==> src/rtl/assist_lvl_ctrl_if.sv <==
// Pin-level bundle between the assist-level controller and its surroundings:
// raw button/brake inputs in, level/scale/pulses out.
interface assist_lvl_ctrl_if;
  logic       tgglMd;
  logic       brake_n;
  logic [1:0] setting;
  logic [2:0] scale;
  logic       mode_chg;
  logic       long_prs;

  modport master (
    output tgglMd, brake_n,
    input  setting, scale, mode_chg, long_prs
  );

  modport slave (
    input  tgglMd, brake_n,
    output setting, scale, mode_chg, long_prs
  );
endinterface

==> src/rtl/assist_lvl_ctrl.sv <==
// eBike assist-level front end: debounces the mode button, classifies short/long
// presses, steps the assist level and drives a slew-limited torque scale.
module assist_lvl_ctrl #(
  parameter int unsigned DB_CNT   = 65536,
  parameter int unsigned LONG_CNT = 25000000,
  parameter int unsigned RAMP_CNT = 1000000
) (
  input logic               clk,
  input logic               rst_n,
  assist_lvl_ctrl_if.slave  bus
);

  localparam int unsigned DB_W   = (DB_CNT > 1) ? $clog2(DB_CNT) : 1;
  localparam int unsigned HOLD_W = $clog2(LONG_CNT + 1);
  localparam int unsigned PRE_W  = (RAMP_CNT > 1) ? $clog2(RAMP_CNT) : 1;

  typedef enum logic [1:0] {
    IDLE  = 2'd0,
    PRESS = 2'd1,
    LONG  = 2'd2
  } state_t;

  logic              btn_s1_q, btn_s2_q;
  logic              brk_s1_q, brk_s2_q;
  logic              db_btn_q, db_btn_d;
  logic [DB_W-1:0]   db_cnt_q, db_cnt_d;
  state_t            state_q, state_d;
  logic [HOLD_W-1:0] hold_q, hold_d;
  logic              short_q, short_d;
  logic              long_q, long_d;
  logic [1:0]        setting_q, setting_d;
  logic [1:0]        last_on_q, last_on_d;
  logic              mode_chg_q, mode_chg_d;
  logic [2:0]        scale_q, scale_d;
  logic [PRE_W-1:0]  pre_q, pre_d;
  logic [2:0]        target_c;
  logic              tick_c;

  // Two-flop synchronisers; brake syncs idle high so reset does not look like braking
  always_ff @(posedge clk or negedge rst_n) begin
    if (!rst_n) begin
      btn_s1_q <= 1'b0;
      btn_s2_q <= 1'b0;
      brk_s1_q <= 1'b1;
      brk_s2_q <= 1'b1;
    end else begin
      btn_s1_q <= bus.tgglMd;
      btn_s2_q <= btn_s1_q;
      brk_s1_q <= bus.brake_n;
      brk_s2_q <= brk_s1_q;
    end
  end

  // Debounce: flip only after DB_CNT consecutive disagreeing cycles
  always_comb begin
    db_btn_d = db_btn_q;
    db_cnt_d = '0;
    if (btn_s2_q != db_btn_q) begin
      if (db_cnt_q == DB_W'(DB_CNT - 1)) db_btn_d = btn_s2_q;
      else                               db_cnt_d = db_cnt_q + DB_W'(1);
    end
  end

  // Press classifier next-state
  always_comb begin
    state_d = state_q;
    hold_d  = hold_q;
    short_d = 1'b0;
    long_d  = 1'b0;
    case (state_q)
      IDLE: begin
        if (db_btn_q) begin
          state_d = PRESS;
          hold_d  = '0;
        end
      end
      PRESS: begin
        if (hold_q == HOLD_W'(LONG_CNT)) begin
          state_d = LONG;
          long_d  = 1'b1;
        end else if (!db_btn_q) begin
          state_d = IDLE;
          short_d = 1'b1;
        end else begin
          hold_d = hold_q + HOLD_W'(1);
        end
      end
      LONG: begin
        if (!db_btn_q) state_d = IDLE;
      end
      default: state_d = IDLE;
    endcase
  end

  // Level update, one cycle after the classifying transition
  always_comb begin
    setting_d = setting_q;
    last_on_d = last_on_q;
    if (short_q) begin
      if (setting_q == 2'd0)      setting_d = last_on_q;
      else if (setting_q == 2'd3) setting_d = 2'd1;
      else                        setting_d = setting_q + 2'd1;
    end else if (long_q) begin
      if (setting_q != 2'd0) begin
        last_on_d = setting_q;
        setting_d = 2'd0;
      end else begin
        setting_d = last_on_q;
      end
    end
    mode_chg_d = (setting_d != setting_q);
  end

  always_comb begin
    case (setting_q)
      2'd1:    target_c = 3'd3;
      2'd2:    target_c = 3'd5;
      2'd3:    target_c = 3'd7;
      default: target_c = 3'd0;
    endcase
  end

  // Free-running prescaler; target follows the registered level so a same-cycle change ramps to the old one
  always_comb begin
    tick_c  = (pre_q == PRE_W'(RAMP_CNT - 1));
    pre_d   = tick_c ? '0 : pre_q + PRE_W'(1);
    scale_d = scale_q;
    if (!brk_s2_q)                       scale_d = 3'd0;
    else if (scale_q > target_c)         scale_d = target_c;
    else if (scale_q < target_c && tick_c) scale_d = scale_q + 3'd1;
  end

  always_ff @(posedge clk or negedge rst_n) begin
    if (!rst_n) begin
      db_btn_q   <= 1'b0;
      db_cnt_q   <= '0;
      state_q    <= IDLE;
      hold_q     <= '0;
      short_q    <= 1'b0;
      long_q     <= 1'b0;
      setting_q  <= 2'd2;
      last_on_q  <= 2'd2;
      mode_chg_q <= 1'b0;
      scale_q    <= 3'd0;
      pre_q      <= '0;
    end else begin
      db_btn_q   <= db_btn_d;
      db_cnt_q   <= db_cnt_d;
      state_q    <= state_d;
      hold_q     <= hold_d;
      short_q    <= short_d;
      long_q     <= long_d;
      setting_q  <= setting_d;
      last_on_q  <= last_on_d;
      mode_chg_q <= mode_chg_d;
      scale_q    <= scale_d;
      pre_q      <= pre_d;
    end
  end

  assign bus.setting  = setting_q;
  assign bus.scale    = scale_q;
  assign bus.mode_chg = mode_chg_q;
  assign bus.long_prs = long_q;

endmodule

==> src/flat_wrapper.sv <==
// flat-port wrapper written by rule: the top's interface ports become plain ports
module assist_lvl_ctrl_flat 
#(
  parameter int unsigned DB_CNT   = 65536,
  parameter int unsigned LONG_CNT = 25000000,
  parameter int unsigned RAMP_CNT = 1000000
)
  (clk, rst_n, bus_tgglMd, bus_brake_n, bus_setting, bus_scale, bus_mode_chg, bus_long_prs);
  assist_lvl_ctrl_if bus_i ();
  input logic clk;
  input logic rst_n;
  input wire logic [$bits(bus_i.tgglMd)-1:0] bus_tgglMd;
  input wire logic [$bits(bus_i.brake_n)-1:0] bus_brake_n;
  output wire logic [$bits(bus_i.setting)-1:0] bus_setting;
  output wire logic [$bits(bus_i.scale)-1:0] bus_scale;
  output wire logic [$bits(bus_i.mode_chg)-1:0] bus_mode_chg;
  output wire logic [$bits(bus_i.long_prs)-1:0] bus_long_prs;
  assign bus_i.tgglMd = bus_tgglMd;
  assign bus_i.brake_n = bus_brake_n;
  assign bus_setting = bus_i.setting;
  assign bus_scale = bus_i.scale;
  assign bus_mode_chg = bus_i.mode_chg;
  assign bus_long_prs = bus_i.long_prs;
  assist_lvl_ctrl #(.DB_CNT(DB_CNT), .LONG_CNT(LONG_CNT), .RAMP_CNT(RAMP_CNT)) u_core (.clk(clk), .rst_n(rst_n), .bus(bus_i));
endmodule
==> config.mk <==
export PLATFORM = sky130hd
export DESIGN_NAME = assist_lvl_ctrl_flat
export DESIGN_NICKNAME = d
export VERILOG_FILES = /design/src/rtl/assist_lvl_ctrl_if.sv /design/src/rtl/assist_lvl_ctrl.sv /design/src/flat_wrapper.sv
export SDC_FILE = /design/constraint.sdc
export NUM_CORES = 1
export LEC_CHECK = 0
export ABC_AREA = 1
export CAP_MARGIN = 40
export CORE_AREA = 2 2 100 102
export CTS_CLUSTER_DIAMETER = 30
export DETAILED_ROUTE_END_ITERATION = 16
export DIE_AREA = 0 0 102 104
export PLACE_DENSITY = 0.75
export SLEW_MARGIN = 5
export SYNTH_ARGS = -nofsm -noshare
export SYNTH_HDL_FRONTEND = slang
export SYNTH_SLANG_ARGS = --single-unit
==> constraint.sdc <==
create_clock -name clk -period 5.7 [get_ports clk]
set_input_delay 0.57 -clock clk [delete_from_list [all_inputs] [get_ports clk]]
set_output_delay 0.57 -clock clk [all_outputs]
set_load 0.1 [all_outputs]
==> impl_metrics.csv <==
group,metric,value,unit
clocking,clk_path_buf_depth,2,
synthesis,yosys.area.top_type,"dfrtp_1",
floorplan,core,9550,um2
layout,multi_input_area,2350,um2
clocking,post_cts_buffers,0,
drt,met3_length,386,um
critical_path,cp-startpoint,"u_core.bus.setting[1]$_DFF_PN1_",
global_routing,grt_max_degree,56,
timing,clock_skew,0.0118,ns
layout,drive_gt1_share,6.88,%
timing,slew_viol_final,0,
drt,drc,0,
drt,topRoutingLayerUsed,"met4",
synthesis,ys_warn_count,0,
layout,seq_area,1960,um2
layout,syn_to_final_growth,11.7,%
critical_path,worstSetupStartpointType,"flip-flop",
drt,drt-total-wl,9.88,mm
layout,antenna_cells,0,
synthesis,synth_area_leaders,"dfrtp_1, nand2_1, nor2_1",
power,peakVddDrop,0.199,mV
synthesis,synth_top_cells_by_count,"nand2_1, nor2_1, dfrtp_1, inv_1, nand3_1",
clocking,cts-root-buf,"clkbuf_8",
drt,via_count,4100,
critical_path,worstSetupPathType,"reg -> reg",
timing,clock.fmax,408,MHz
placement,gp_congestion,0.946,
floorplan,top_level_ports,11,
timing,slew-limit-headroom,68.5,%
power,power_density,229,nW/um2
drt,drtPass1Iterations,5,
drt,drtIter0Drc,197,
timing,setup_slack,3.25,ns
synthesis,synthFlopType,"dfrtp_1",
floorplan,start_util,48.8,%
clocking,clkSinkCount,78,
layout,fin_nets,681,
clocking,clk_pin_slew,0.09,ns
critical_path,r2r_slack,3.25,ns
critical_path,endpoint,"u_core.bus.scale[1]$_DFFE_PN0P_",
synthesis,async_flop_share,100,%
clocking,cts_tree,"done",
timing,rsz0062_at_grt,"no",
synthesis,avgSynthCellArea,7.28,um2
flow_run,drv_cap,0,
critical_path,worstPathMaxFanout,6,
global_routing,grt_pass1_wl,17.7,mm
layout,design_area,5200,um2
global_routing,first_global_vias,3967,
placement,place_ws,3.32,ns
global_routing,antenna_found_initial,0,
synthesis,synth_cells,640,
drt,ant_nets,0,
hold_path,hold_class,"in -> async",
clocking,htreeDepth,3,
synthesis,synth_top_area_share,39.8,%
drt,route.met2.wl,4.70,mm
power,finalPower,1.19,mW
global_routing,grt.total_usage,20.7,%
placement,port-buffer-count,10,
synthesis,synth_seq_cells,78,
synthesis,synth_edf_count,0,
synthesis,seq_area_frac_synth,42.0,%
layout,num-fill-cells,927,
timing,hold_viol,0,
timing,setup_viol_count_final,0,
clocking,cts-resized-gates,0,
critical_path,r2r-end,"u_core.bus.scale[1]$_DFFE_PN0P_",
synthesis,ys_types,31,
layout,final_util,54.5,%
critical_path,cp-end-kind,"flip-flop",
timing,fin_crit,2.45,ns
timing,min_period_over_period,43.0,%
critical_path,arrival,2.71,ns
drt,met1_length,4.62,mm
synthesis,synthesis.nets,657,
critical_path,cp.required,5.96,ns
clocking,cts-buffers-inserted,9,
synthesis,synth_area,4660,um2
floorplan,die-area,10600,um2
clocking,holdBufCountCts,0,
floorplan,die_w,102,um
placement,dp_hpwl,7.36,mm
floorplan,fp.dieH,104,um
critical_path,worst_r2r_startpoint,"u_core.bus.setting[1]$_DFF_PN1_",
drt,viasPerCell,5.11,
drt,avgRoutedWirePerCell,12.3,um
placement,detailed_place.area,4990,um2
critical_path,r2r_cells,11,
outcome,outcome,"complete, no violations",
power,leakage,2.30,nW
clocking,clk_latency,0.37,ns
synthesis,yosysMostFrequentCell,"nand2_1",
floorplan,fp-row-count,36,
timing,finalSetupTns,0,ns
timing,tightest_slew,0.471,ns
global_routing,grt_overflow,0,
[worst max-delay path, stage by stage, from the launching register on]
cell,delay [ns]
dfstp_2,0.59
inv_1,0.11
ha_1,0.22
nor2_1,0.20
inv_1,0.09
ha_1,0.31
a21oi_1,0.14
nand2_1,0.11
a21oi_1,0.29
nand2_1,0.15
nand2_1,0.09
nand2_1,0.05
[cell type report]
class	count	area share [%]
multi-input cells	480	45.1
repair buffers	18	4.43
clock buffers	10	2.45
flip-flops and latches	78	37.6
clock inverters	6	1.66
inverters	77	5.56
well taps	133	3.20
[through the flow]
step | hold WS (ns) | instances
after global routing | 0.0990 | 802
after global placement | 0.336 | 778
after CTS | 0.0865 | 802
after floorplan | 0.274 | 640
after detailed placement | 0.339 | 786
final | 0.0910 | 802
[metal layers]
| layer | up-vias | track usage [%] |
|---|---|---|
| li1 | 2069 | - |
| met1 | 1935 | 27.3 |
| met2 | 81 | 32.9 |
| met3 | 15 | 4.77 |
| met4 | 0 | 7.90 |
| met5 | - | 0 |
[layout by cell type (no fill, tap or decap), types with 5 or more instances in the layout]
cell / synthesis / routed
nor2_1: 107 / 107
ha_1: 13 / 13
buf_8: 2 / 7
nand3_1: 56 / 56
xor2_1: 27 / 27
nor3_1: 16 / 16
inv_1: 74 / 74
clkdlybuf4s50_1: 0 / 9
o21ai_0: 18 / 18
clkbuf_8: 0 / 9
o21ai_2: 5 / 5
dfrtp_1: 74 / 74
nand4_1: 18 / 18
nand2_1: 190 / 190
[state kept, by name (all words and copies together), names as in the netlist]
| signal | flops |
|---|---|
| u_core.bus.setting | 2 |
| u_core.brk_s1_q | 1 |
| u_core.btn_s1_q | 1 |
| u_core.db_btn_q | 1 |
| u_core.short_q | 1 |
| u_core.bus.long_prs | 1 |
| u_core.bus.mode_chg | 1 |
| u_core.db_cnt_q | 16 |
| u_core.state_q | 2 |
| u_core.hold_q | 25 |
| u_core.btn_s2_q | 1 |
| u_core.pre_q | 20 |
| u_core.bus.scale | 3 |
| u_core.last_on_q | 2 |
| u_core.brk_s2_q | 1 |
[worst min path at each step]
stage | cells past startpoint | to | start
global placement | 0 | u_core.btn_s2_q$_DFF_PN0_ | u_core.btn_s1_q$_DFF_PN0_
detailed placement | 0 | u_core.btn_s2_q$_DFF_PN0_ | u_core.btn_s1_q$_DFF_PN0_
CTS | 1 | u_core.pre_q[9]$_DFF_PN0_ | rst_n
floorplan | 0 | u_core.btn_s1_q$_DFF_PN0_ | rst_n
global route | 1 | u_core.pre_q[9]$_DFF_PN0_ | rst_n
finish | 1 | u_core.pre_q[9]$_DFF_PN0_ | rst_n
[cell families (layout without fill, tap and decap cells)]
kind of cell | Yosys count | count (layout) | share of synthesized area, %
AO/OA/AOI/OAI | 34 | 34 | 4.38
AND/OR/NAND/NOR | 402 | 402 | 36.7
buffers and inverters | 82 | 111 | 7.60
XOR/XNOR | 31 | 31 | 5.83
flip-flops | 78 | 78 | 42.0
adder cells (fa/ha/maj) | 13 | 13 | 3.49
[power breakdown]
group          switching (mW)  total, mW  internal [mW]
sequential             0.0110      0.574          0.563
clock                   0.207      0.453          0.247
combinational           0.109      0.165         0.0556
(Power assumes the default switching activity.)
